<file path="config.mk">
export PLATFORM = sky130hd
export DESIGN_NAME = mprj_wb_responder_flat
export DESIGN_NICKNAME = d
export VERILOG_FILES = /design/src/rtl/mprj_wb_responder_if.sv /design/src/rtl/mprj_wb_responder.sv /design/src/flat_wrapper.sv
export SDC_FILE = /design/constraint.sdc
export NUM_CORES = 1
export LEC_CHECK = 0
export BUFFER_PORTS_ARGS = -buffer_cell sky130_fd_sc_hd__buf_2
export CORE_MARGIN = 5
export CORE_UTILIZATION = 47
export CTS_BUF_LIST = sky130_fd_sc_hd__clkbuf_2 sky130_fd_sc_hd__clkbuf_4 sky130_fd_sc_hd__clkbuf_8
export DETAILED_ROUTE_END_ITERATION = 10
export GPL_ROUTABILITY_DRIVEN = 0
export GPL_TIMING_DRIVEN = 0
export SLEW_MARGIN = 30
export SYNTH_ARGS = -nofsm -noshare
export SYNTH_HDL_FRONTEND = slang
export SYNTH_SLANG_ARGS = --single-unit
export TNS_END_PERCENT = 50
</file>
<file path="constraint.sdc">
create_clock -name core_clk -period 7.3 [get_ports core_clk]
set_clock_uncertainty 0.2 [all_clocks]
set_input_delay 1.46 -clock core_clk [delete_from_list [all_inputs] [get_ports core_clk]]
set_output_delay 1.46 -clock core_clk [all_outputs]
set_load 0.05 [all_outputs]
</file>
<file path="src/rtl/mprj_wb_responder_if.sv">
// Wishbone bus bundle between the mgmt-core master
// and the user-project responder.
interface mprj_wb_responder_if;
  logic        wbs_cyc_i;
  logic        wbs_stb_i;
  logic        wbs_we_i;
  logic [3:0]  wbs_sel_i;
  logic [31:0] wbs_adr_i;
  logic [31:0] wbs_dat_i;
  logic        wbs_ack_o;
  logic [31:0] wbs_dat_o;

  modport master (
    output wbs_cyc_i, wbs_stb_i, wbs_we_i,
    output wbs_sel_i, wbs_adr_i, wbs_dat_i,
    input  wbs_ack_o, wbs_dat_o
  );

  modport slave (
    input  wbs_cyc_i, wbs_stb_i, wbs_we_i,
    input  wbs_sel_i, wbs_adr_i, wbs_dat_i,
    output wbs_ack_o, wbs_dat_o
  );
endinterface

</file>
<file path="src/rtl/mprj_wb_responder.sv">
// Wishbone responder: 8 RW regs, ID, cycle counter,
// programmable ack wait states and a level IRQ.
module mprj_wb_responder #(
  parameter logic [31:0] BASE_ADDR = 32'h3000_0000,
  parameter logic [31:0] ADDR_MASK = 32'hFFFF_FF00,
  parameter logic [31:0] ID_VALUE  = 32'h4653_4943,
  parameter logic [3:0]  WAIT_RST  = 4'd0
) (
  input  logic core_clk,
  input  logic core_rstn,
  mprj_wb_responder_if.slave wb,
  output logic irq_o
);

  typedef enum logic [1:0] {
    IDLE  = 2'd0,
    WAITS = 2'd1,
    ACK   = 2'd2
  } state_t;

  state_t      state, nxt;
  logic [31:0] regs [8];
  logic [31:0] cnt;
  logic [3:0]  wait_r;
  logic        irq_r;
  logic [3:0]  wcnt;
  logic [5:0]  off_q;
  logic        we_q;
  logic [3:0]  sel_q;
  logic [31:0] dat_q;
  logic [31:0] rdata_q;

  logic        req, hit, in_idle, enter_ack;
  logic [5:0]  e_off;
  logic        e_we;
  logic [3:0]  e_sel;
  logic [31:0] e_dat;
  logic [31:0] rd_mux;

  assign req = wb.wbs_cyc_i & wb.wbs_stb_i;
  assign hit = req &
    ((wb.wbs_adr_i & ADDR_MASK) == BASE_ADDR);
  assign in_idle = (state == IDLE);

  // First access is served straight from the bus;
  // waited accesses use the fields latched in IDLE.
  assign e_off = in_idle ? wb.wbs_adr_i[7:2] : off_q;
  assign e_we  = in_idle ? wb.wbs_we_i : we_q;
  assign e_sel = in_idle ? wb.wbs_sel_i : sel_q;
  assign e_dat = in_idle ? wb.wbs_dat_i : dat_q;
  assign enter_ack = (nxt == ACK);

  function automatic logic [31:0] merge(
    input logic [31:0] old,
    input logic [31:0] val,
    input logic [3:0]  sel
  );
    logic [31:0] res;
    res = old;
    for (int b = 0; b < 4; b++)
      if (sel[b]) res[8*b +: 8] = val[8*b +: 8];
    return res;
  endfunction

  // State register
  always_ff @(posedge core_clk) begin
    if (!core_rstn) state <= IDLE;
    else            state <= nxt;
  end

  // Next-state logic
  always_comb begin
    nxt = state;
    unique case (state)
      IDLE:
        if (hit)
          nxt = (wait_r == 4'd0) ? ACK : WAITS;
      WAITS:
        if (!req)              nxt = IDLE;
        else if (wcnt == 4'd1) nxt = ACK;
      ACK:     nxt = IDLE;
      default: nxt = IDLE;
    endcase
  end

  // Bus outputs: data only qualified by ack
  always_comb begin
    wb.wbs_ack_o = (state == ACK);
    wb.wbs_dat_o = (state == ACK) ? rdata_q : 32'd0;
  end

  // Request capture and wait-state countdown
  always_ff @(posedge core_clk) begin
    if (!core_rstn) begin
      off_q <= '0;
      we_q  <= 1'b0;
      sel_q <= '0;
      dat_q <= '0;
      wcnt  <= '0;
    end else if (in_idle && hit) begin
      off_q <= wb.wbs_adr_i[7:2];
      we_q  <= wb.wbs_we_i;
      sel_q <= wb.wbs_sel_i;
      dat_q <= wb.wbs_dat_i;
      wcnt  <= wait_r;
    end else if (state == WAITS) begin
      wcnt  <= wcnt - 4'd1;
    end
  end

  // Read decode
  always_comb begin
    rd_mux = 32'd0;
    unique case (1'b1)
      (e_off[5:3] == 3'd0): rd_mux = regs[e_off[2:0]];
      (e_off == 6'h08):     rd_mux = ID_VALUE;
      (e_off == 6'h09):     rd_mux = cnt;
      (e_off == 6'h0A):     rd_mux = {28'd0, wait_r};
      (e_off == 6'h0B):     rd_mux = {31'd0, irq_r};
      default:              rd_mux = 32'd0;
    endcase
  end

  // Register file, counter, and read-data capture
  always_ff @(posedge core_clk) begin
    if (!core_rstn) begin
      for (int i = 0; i < 8; i++) regs[i] <= '0;
      cnt     <= '0;
      wait_r  <= WAIT_RST;
      irq_r   <= 1'b0;
      rdata_q <= '0;
    end else begin
      cnt <= cnt + 32'd1;
      if (enter_ack) begin
        rdata_q <= rd_mux;
        if (e_we) begin
          unique case (1'b1)
            (e_off[5:3] == 3'd0):
              regs[e_off[2:0]] <=
                merge(regs[e_off[2:0]], e_dat, e_sel);
            (e_off == 6'h0A):
              if (e_sel[0]) wait_r <= e_dat[3:0];
            (e_off == 6'h0B):
              if (e_sel[0]) irq_r <= e_dat[0];
            default: ;
          endcase
        end
      end
    end
  end

  assign irq_o = irq_r;

endmodule

</file>
<file path="src/flat_wrapper.sv">
// flat-port wrapper written by rule: the top's interface ports become plain ports
module mprj_wb_responder_flat 
#(
  parameter logic [31:0] BASE_ADDR = 32'h3000_0000,
  parameter logic [31:0] ADDR_MASK = 32'hFFFF_FF00,
  parameter logic [31:0] ID_VALUE  = 32'h4653_4943,
  parameter logic [3:0]  WAIT_RST  = 4'd0
)
  (core_clk, core_rstn, irq_o, wb_wbs_cyc_i, wb_wbs_stb_i, wb_wbs_we_i, wb_wbs_sel_i, wb_wbs_adr_i, wb_wbs_dat_i, wb_wbs_ack_o, wb_wbs_dat_o);
  mprj_wb_responder_if wb_i ();
  input  logic core_clk;
  input  logic core_rstn;
  output logic irq_o;
  input wire logic [$bits(wb_i.wbs_cyc_i)-1:0] wb_wbs_cyc_i;
  input wire logic [$bits(wb_i.wbs_stb_i)-1:0] wb_wbs_stb_i;
  input wire logic [$bits(wb_i.wbs_we_i)-1:0] wb_wbs_we_i;
  input wire logic [$bits(wb_i.wbs_sel_i)-1:0] wb_wbs_sel_i;
  input wire logic [$bits(wb_i.wbs_adr_i)-1:0] wb_wbs_adr_i;
  input wire logic [$bits(wb_i.wbs_dat_i)-1:0] wb_wbs_dat_i;
  output wire logic [$bits(wb_i.wbs_ack_o)-1:0] wb_wbs_ack_o;
  output wire logic [$bits(wb_i.wbs_dat_o)-1:0] wb_wbs_dat_o;
  assign wb_i.wbs_cyc_i = wb_wbs_cyc_i;
  assign wb_i.wbs_stb_i = wb_wbs_stb_i;
  assign wb_i.wbs_we_i = wb_wbs_we_i;
  assign wb_i.wbs_sel_i = wb_wbs_sel_i;
  assign wb_i.wbs_adr_i = wb_wbs_adr_i;
  assign wb_i.wbs_dat_i = wb_wbs_dat_i;
  assign wb_wbs_ack_o = wb_i.wbs_ack_o;
  assign wb_wbs_dat_o = wb_i.wbs_dat_o;
  mprj_wb_responder #(.BASE_ADDR(BASE_ADDR), .ADDR_MASK(ADDR_MASK), .ID_VALUE(ID_VALUE), .WAIT_RST(WAIT_RST)) u_core (.core_clk(core_clk), .core_rstn(core_rstn), .wb(wb_i), .irq_o(irq_o));
endmodule
</file>
==> results of run 1 <==
==> placed cells by master, fill, tap and decap left out, types with 4 or more instances in the layout <==
master,synthesis,layout
a31oi_2,20,20
edfxtp_1,256,256
and2_1,40,40
nand2_1,240,232
nand3_1,42,42
buf_2,48,151
clkbuf_4,0,19
o21a_1,13,13
a22oi_1,31,31
dfxtp_1,118,118
clkbuf_8,0,73
nor3_1,5,5
nand3b_1,4,4
a222oi_1,64,64
inv_1,8,8
clkinv_1,0,12
xnor2_1,13,13
clkinv_2,0,5
o21ai_1,11,11
xor2_1,18,18
nand4_1,11,11
or4_1,5,5
clkbuf_1,61,61
or2_2,5,5
a21oi_1,165,165
nand2_4,0,5
nor4_1,5,5
a221oi_1,21,21
nor2_1,295,295
mux2i_1,12,11
==> power groups by stage <==
stage | registers [uW] | clock network (uW) | logic, uW
CTS | 2320 | 1870 | 311
global route | 2330 | 1960 | 336
floorplan | 2360 | 0 | 172
global placement | 2370 | 0 | 301
detailed placement | 2370 | 0 | 310
finish | 2320 | 1850 | 319
==> cell families (layout without fill, tap and decap cells) <==
kind of cell	after synthesis	count (layout)
compound gates	349	349
xor+xnor	31	31
fa+ha+maj	3	3
buf+inv	124	341
flops	374	374
mux	15	15
simple gates	682	682
==> cell usage after synthesis, types with 4 or more instances <==
master	instances
buf_2	48
and2_1	40
mux2i_1	12
a222oi_1	64
edfxtp_1	256
clkbuf_1	61
dfxtp_1	118
nand2_1	240
xnor2_1	13
or4_1	5
xor2_1	18
nand3_1	42
nor4_1	5
inv_1	8
nor3_1	5
nand4_1	11
or2_2	5
a31oi_2	20
a21oi_1	165
a221oi_1	21
o21ai_1	11
o21a_1	13
nor2_1	295
a22oi_1	31
nand3b_1	4
==> layout make-up <==
type / count / area, sq um
Fill cell: 3107 / 15700
Sequential cell: 374 / 10000
Multi-Input combinational cell: 1080 / 5950
Clock buffer: 92 / 1150
Timing Repair Buffer: 106 / 591
Tap cell: 455 / 569
Buffer: 116 / 514
Clock inverter: 19 / 90.1
Inverter: 8 / 30.0
==> layer usage <==
metal	part of all wire	routed length [um]
met1	0.40	21900
met4	0.027	1450
met5	0	0
met3	0.10	5430
met2	0.47	25300
==> state kept, by name, indices dropped and copies added, names as in the netlist <==
register        flops
u_core.regs       256
u_core.sel_q        4
u_core.dat_q       32
u_core.wcnt         4
u_core.we_q         1
u_core.rdata_q     32
u_core.wait_r       4
u_core.cnt         32
u_core.off_q        6
u_core.irq_o        1
u_core.state        2
==> path summary, 6_finish.rpt <==
check        slack (ps)  cells past startpoint           endpoint            start
max                2890                      5   wb_wbs_dat_o[27]  u_core.state[1]
max reg2reg        3360                      8  u_core.regs[3][9]  u_core.state[1]
min reg2reg         250                      2    u_core.dat_q[1]  u_core.dat_q[1]
min                 250                      2    u_core.dat_q[1]  u_core.dat_q[1]
==> through the flow <==
| step | worst slack, ps | cells | area (sq um) | utilization | hold slack [ps] |
|---|---|---|---|---|---|
| 6_report | 2890 | 2250 | 18900 | 0.547 | 253 |
| 5_1_grt | 2710 | 2250 | 18900 | 0.547 | 277 |
| 4_1_cts | 2800 | 2250 | 18900 | 0.547 | 254 |
| 3_5_place_dp | 2510 | 2139 | 17700 | 0.511 | 247 |
| 3_3_place_gp | 1700 | 2136 | 17600 | 0.508 | 241 |
| 2_1_floorplan | 3040 | 1578 | 16500 | - | 234 |
==> worst max-delay path, stage by stage (launching register included) <==
cell	delay, ps
dfxtp_1	560
buf_2	310
nor2b_1	390
clkbuf_1	370
and2_1	190
buf_2	270
==> results.md, run 1 <==
* Setup crit start kind: flip-flop
* Routed vias at 13300
* Port bufs at 103
* Overall power at 4490 uW
* Global-route wire length before repair at 79800 um
* Setup TNS at 0 ps
* Worst Path Required at 5640 ps
* GR Util met2 at 0.443
* Largest family of logic cells by synthesized area: simple AND/OR/NAND/NOR gates
* Post-DP HPWL at 37500 um
* HP Class: reg2reg
* Initial Utilization at 0.476
* Buffers inserted by post-CTS timing repair at 0
* Vias in the first global route at 13000
* CP Capture Type: output pin
* Tightest Pin Transition at 945 ps
* Largest area contributor in the netlist: edfxtp_1
* Leak at 0.00675 uW
* Max-cap viol count at 0
* TritonCTS clock tree: yes
* DRT Wirelength at 54000 um
* Kind of critical path: reg2out
* Share of async-settable or async-resettable flops after synthesis at 0
* Final Hold Fails at 0
* Root buffer cell: clkbuf_8
* Die area at 0.0389 sq mm
* Met1 Use GR at 0.369
* Post-synth cell types at 60
* Nets at 1823
* Post-synth net total at 1654
* Peak supply drop at 156 uV
* Grt ovf at 0
* Antenna cells at 0
* Die height at 197 um
* Antenna viol nets, final at 0
* Post-Syn Area at 0.0165 sq mm
* Hold-fix buffer count after cts at 0
* Synth Area in Adders at 0.00228
* Synth top area share at 0.466
* Routed wire per std cell at 24.0 um
* DR pass1 iterations at 6
* Row count at 68
* Seq cells post-synth at 374
* Clk_lat worst skew at 650 ps
* Sequential share of power at 0.518
* Io pins at 107
* Mux cell area share after synthesis at 0.00933
* XOR/XNOR Fraction of Synth Area at 0.0165
* Area delta synth->final at 14.9%
* PD cells at 237 mW/mm^2
* Min cycle time layout at 4410 ps
* Post-Syn Instances at 1578
* Status: complete, no violations
* Core area at 0.0346 sq mm
* Most used routing layer: met2
* RSZ-0062 raised after global routing: false
* Max Clk Rate at 227 MHz
* H-tree level count at 2
* Crit Path Max Fanout at 10
* Net Sw Power at 1100 uW
* Clock sinks at 374
* Post-synthesis simple-gate area fraction at 0.178
* Reg clk slew, reported paths at 60 ps
* Yosys warning count at 0
* Internal Power at 3390 uW
* Synth area leaders: edfxtp_1, dfxtp_1, nor2_1
* Antenna violations before repair at 0
* Share of layout cells above drive strength 1 at 0.171
* CTS Buf Count at 61
* Initial drt markers at 1667
* DRC violations left at 0
* Clock network power share at 0.411
* Arrival time worst endpoint at 2750 ps
* Post-synth EDFFs at 256
* Compound-Gate Fraction of Synth Area at 0.151
* Register area share after synthesis at 0.609
* Sw frac at 0.246
* CTS resizes at 0
* DIE WIDTH at 197 um
* All-layer global routing usage at 0.273
* GR Layer Usage met3 at 0.0571
* Pin count of the biggest net entering global routing at 33
* Synth Flop Type: edfxtp_1
* Avg Inst Size Synth at 10.5 sq um
* Clock Tree Buf Depth at 3
* Combinational fraction of design power at 0.071
* Final setup vio count at 0
* Rel. slew slack at 0.370
* Max Transition Viols Final at 0
* Period utilization at 0.603
* Via density at 5.92
No activity file was read; power rests on OpenSTA's default activity.
==> run 2: changes to the inputs <==
--- a/config.mk
+++ b/config.mk
@@ -5,6 +5,7 @@
 export SDC_FILE = /design/constraint.sdc
 export NUM_CORES = 1
 export LEC_CHECK = 0
+export ABC_AREA = 1
 export BUFFER_PORTS_ARGS = -buffer_cell sky130_fd_sc_hd__buf_2
 export CORE_MARGIN = 5
 export CORE_UTILIZATION = 47
==> constraint.sdc (replaced) <==
create_clock -name core_clk -period 4.2 [get_ports core_clk]
set_clock_uncertainty 0.2 [all_clocks]
set_input_delay 0.84 -clock core_clk [delete_from_list [all_inputs] [get_ports core_clk]]
set_output_delay 0.84 -clock core_clk [all_outputs]
set_load 0.05 [all_outputs]
==> run 2 against run 1 <==
Non-clock buffer count is 21 higher. Via count increased by 24%. Global-route usage is 0.69 points higher. First-iteration DRC count shrank 6.1%. Final area increased by 17%. Synthesized cell count grew 43%. Critical path type is now reg2reg. Setup slack got worse by 2200 ps.
==> results.md, run 2 <==
* Die area at 0.0457 sq mm (was 0.0389 sq mm)
* Yosys warning count at 0 (unchanged)
* Antenna viol nets, final at 0 (unchanged)
* Placed Instances at 2896 (was 2139)
* Vias in the first global route at 15900 (was 13000)
* Rel. slew slack at 0.367 (was 0.370)
* Post-Syn Area at 0.0195 sq mm (was 0.0165 sq mm)
* Hold Crit Start: u_core.rdata_q[14] (was u_core.dat_q[1])
* Worst Path Required at 4300 ps (was 5640 ps)
* Crit path from: u_core.state[1] (unchanged)
* Port bufs at 103 (unchanged)
* Max Clk Rate at 287 MHz
* Io pins at 107 (unchanged)
* Routed vias at 16500 (was 13300)
* Post-DP HPWL at 46000 um (was 37500 um)
* Worst hold slack at 264 ps (was 253 ps)
* Core area at 0.0409 sq mm (was 0.0346 sq mm)
* Top reg by flops: u_core.regs (unchanged)
* Nets at 2510 (was 1823)
* Final worst setup slack at 718 ps (was 2890 ps)
* DRT Wirelength at 64500 um (was 54000 um)
* Final Hold Fails at 0 (unchanged)
* Arrival time worst endpoint at 3590 ps (was 2750 ps)
* Row count at 74 (was 68)
* Max Transition Viols Final at 0 (unchanged)
* Synth Flop Type: edfxtp_1 (unchanged)
* DRC violations left at 0 (unchanged)
* Max-cap viol count at 0 (unchanged)
* Reg2reg start: u_core.state[1] (unchanged)
* Internal Power at 6130 uW (was 3390 uW)
* Share of layout cells above drive strength 1 at 0.245 (was 0.171)
* CP Capture Type: flip-flop (was output pin)
* Period utilization at 0.829
* Initial Utilization at 0.477 (was 0.476)
* Post-synth cell types at 46 (was 60)
* Hold-fix buffer count after cts at 0 (unchanged)
* CTS resizes at 0 (unchanged)
* Largest area contributor in the netlist: edfxtp_1 (unchanged)
* TritonCTS clock tree: yes (unchanged)
* Buffers inserted by post-CTS timing repair at 0 (unchanged)
* Synth area leaders: edfxtp_1, nand2_1, dfxtp_1 (was edfxtp_1, dfxtp_1, nor2_1)
* Crit Path Max Fanout at 18 (was 10)
* Sequential share of power at 0.486 (was 0.518)
* Grt ovf at 0 (unchanged)
* Clock Tree Buf Depth at 3 (unchanged)
* Initial drt markers at 1565 (was 1667)
* Leak at 0.00872 uW (was 0.00675 uW)
* Setup crit start kind: flip-flop (unchanged)
* Cells on worst reg2reg path at 9 (was 8)
* Most common cell in the netlist: nand2_1 (was nor2_1)
* H-tree level count at 3 (was 2)
* Combinational fraction of design power at 0.093 (was 0.071)
* Dpl ws at 260 ps (was 2510 ps)
* Largest register FFs at 256 (unchanged)
* Net Sw Power at 2180 uW (was 1100 uW)
* DIE WIDTH at 214 um (was 197 um)
* Capturing point of the worst reg2reg path: u_core.regs[4][8] (was u_core.regs[3][9])
* RSZ-0062 raised after global routing: false (unchanged)
* Share of async-settable or async-resettable flops after synthesis at 0 (unchanged)
* HP Class: reg2reg (unchanged)
* Die height at 214 um (was 197 um)
* DR pass1 iterations at 5 (was 6)
* Synth top cells by count: nand2_1, edfxtp_1, nand3_1 (was nor2_1, edfxtp_1, nand2_1)
* Clk_lat worst skew at 610 ps (was 650 ps)
* Register area share after synthesis at 0.515 (was 0.609)
* Synth top area share at 0.394 (was 0.466)
* PD cells at 374 mW/mm^2 (was 237 mW/mm^2)
* Sw frac at 0.262 (was 0.246)
* Via density at 5.47 (was 5.92)
* Commonest non-fill, non-tap cell in the layout: nand2_1 (was nor2_1)
* Area delta synth->final at 13.8% (was 14.9%)
* Clock sinks at 374 (unchanged)
* Kind of critical path: reg2reg (was reg2out)
* Avg Inst Size Synth at 8.65 sq um (was 10.5 sq um)
* All-layer global routing usage at 0.280 (was 0.273)
* Status: complete, no violations (unchanged)
* Post-Syn Instances at 2256 (was 1578)
* Min cycle time layout at 3480 ps
* Tightest Pin Transition at 950 ps (was 945 ps)
* Antenna cells at 0 (unchanged)
* Global-route wire length before repair at 95600 um (was 79800 um)
* Pin count of the biggest net entering global routing at 33 (unchanged)
* Seq cells post-synth at 374 (unchanged)
* Reg clk slew, reported paths at 60 ps (about the same)
* Most frequent cells in the layout: nand2_1, edfxtp_1, nand3_1 (was nor2_1, edfxtp_1, nand2_1)
* Setup TNS at 0 ps (unchanged)
* Antenna violations before repair at 0 (unchanged)
* Hold Crit Depth at 2 (unchanged)
* Post-synth net total at 2332 (was 1654)
* Layout fillers at 3838 (was 3107)
* Clock network power share at 0.421 (was 0.411)
* Reg2reg setup slack at 720 ps (was 3360 ps)
* Root buffer cell: clkbuf_8 (unchanged)
* Post-synth EDFFs at 256 (unchanged)
* Overall power at 8310 uW (was 4490 uW)
* Final setup vio count at 0 (unchanged)
* Non-Filler Instances at 3017 (was 2250)
* Routed wire per std cell at 21.4 um (was 24.0 um)
* CTS Buf Count at 68 (was 61)
* Peak supply drop at 187 uV (was 156 uV)
* Worst Setup EP: u_core.regs[4][8] (was wb_wbs_dat_o[27])
run 2: changes by cell type in the layout (fill, tap and decap cells not counted), sizes merged, moves of 21 or more:
cell / before / now
nand2: 240 / 672
nand3: 42 / 253
nor2: 296 / 427
inv: 10 / 111
a222oi: 64 / 0
a21oi: 168 / 108
o21ai: 15 / 72
and2: 41 / 0
buf: 161 / 198
a22oi: 31 / 2
a221oi: 21 / 0
run 2: worst min path at each step:
| stage | end | slack [ps] |
|---|---|---|
| global route | u_core.rdata_q[14] | 280 |
| CTS | u_core.sel_q[1] | 250 |
| global placement | u_core.cnt[0] | 250 |
| floorplan | u_core.cnt[0] | 230 |
| detailed placement | u_core.rdata_q[14] | 260 |
| finish | u_core.rdata_q[14] | 260 |
run 2: cell families (layout without fill, tap and decap cells):
| family | Yosys count | count (layout) | share of synthesized area |
|---|---|---|---|
| and+or+nand+nor | 1405 | 1405 | 0.332 |
| DFF | 374 | 374 | 0.515 |
| buffers and inverters | 246 | 475 | 0.0630 |
| AOI/OAI and AO/OA | 221 | 221 | 0.0849 |
| xor gates and xnor gates | 7 | 7 | 0.00314 |
| adders and majority gates | 3 | 3 | 0.00192 |
run 2: power groups by stage:
| stage | clock network [uW] | logic (uW) | registers, uW |
|---|---|---|---|
| floorplan | 0 | 471 | 4110 |
| global placement | 0 | 734 | 4110 |
| detailed placement | 0 | 757 | 4110 |
| CTS | 3540 | 760 | 4030 |
| global route | 3730 | 823 | 4040 |
| finish | 3500 | 773 | 4030 |
run 2: cell type report:
cell class / count / area, sq um / area share
Clock buffer: 103 / 1270 / 0.0574
Inverter: 111 / 419 / 0.0189
Multi-Input combinational cell: 1636 / 8280 / 0.373
Timing Repair Buffer: 108 / 638 / 0.0287
Tap cell: 532 / 666 / 0.0300
Sequential cell: 374 / 10000 / 0.453
Buffer: 135 / 811 / 0.0365
Clock inverter: 18 / 75.1 / 0.00338
run 2: metrics by stage:
step / utilization / area [sq um]
5_1_grt: 0.543 / 22200
3_3_place_gp: 0.506 / 20700
3_5_place_dp: 0.510 / 20900
6_report: 0.543 / 22200
2_1_floorplan: - / 19500
4_1_cts: 0.543 / 22200
run 2: layer usage:
metal / wire length (um) / part of all wire / vias up / track usage
li1: - / - / 7817 / -
met1: 26500 / 0.41 / 7804 / 0.372
met2: 29300 / 0.45 / 730 / 0.444
met3: 6410 / 0.099 / 140 / 0.0739
met4: 2330 / 0.036 / 0 / 0.104
met5: 0 / 0 / - / 0
run 2: worst max-delay path: stages, from the launching register on:
cell and delay, ps:
dfxtp_1 480, nor2_4 80, nand2_1 250, nand2_2 290, buf_2 320, nor3_1 360, nand3_4 250, buf_6 250
nand2_2 420, buf_16 240
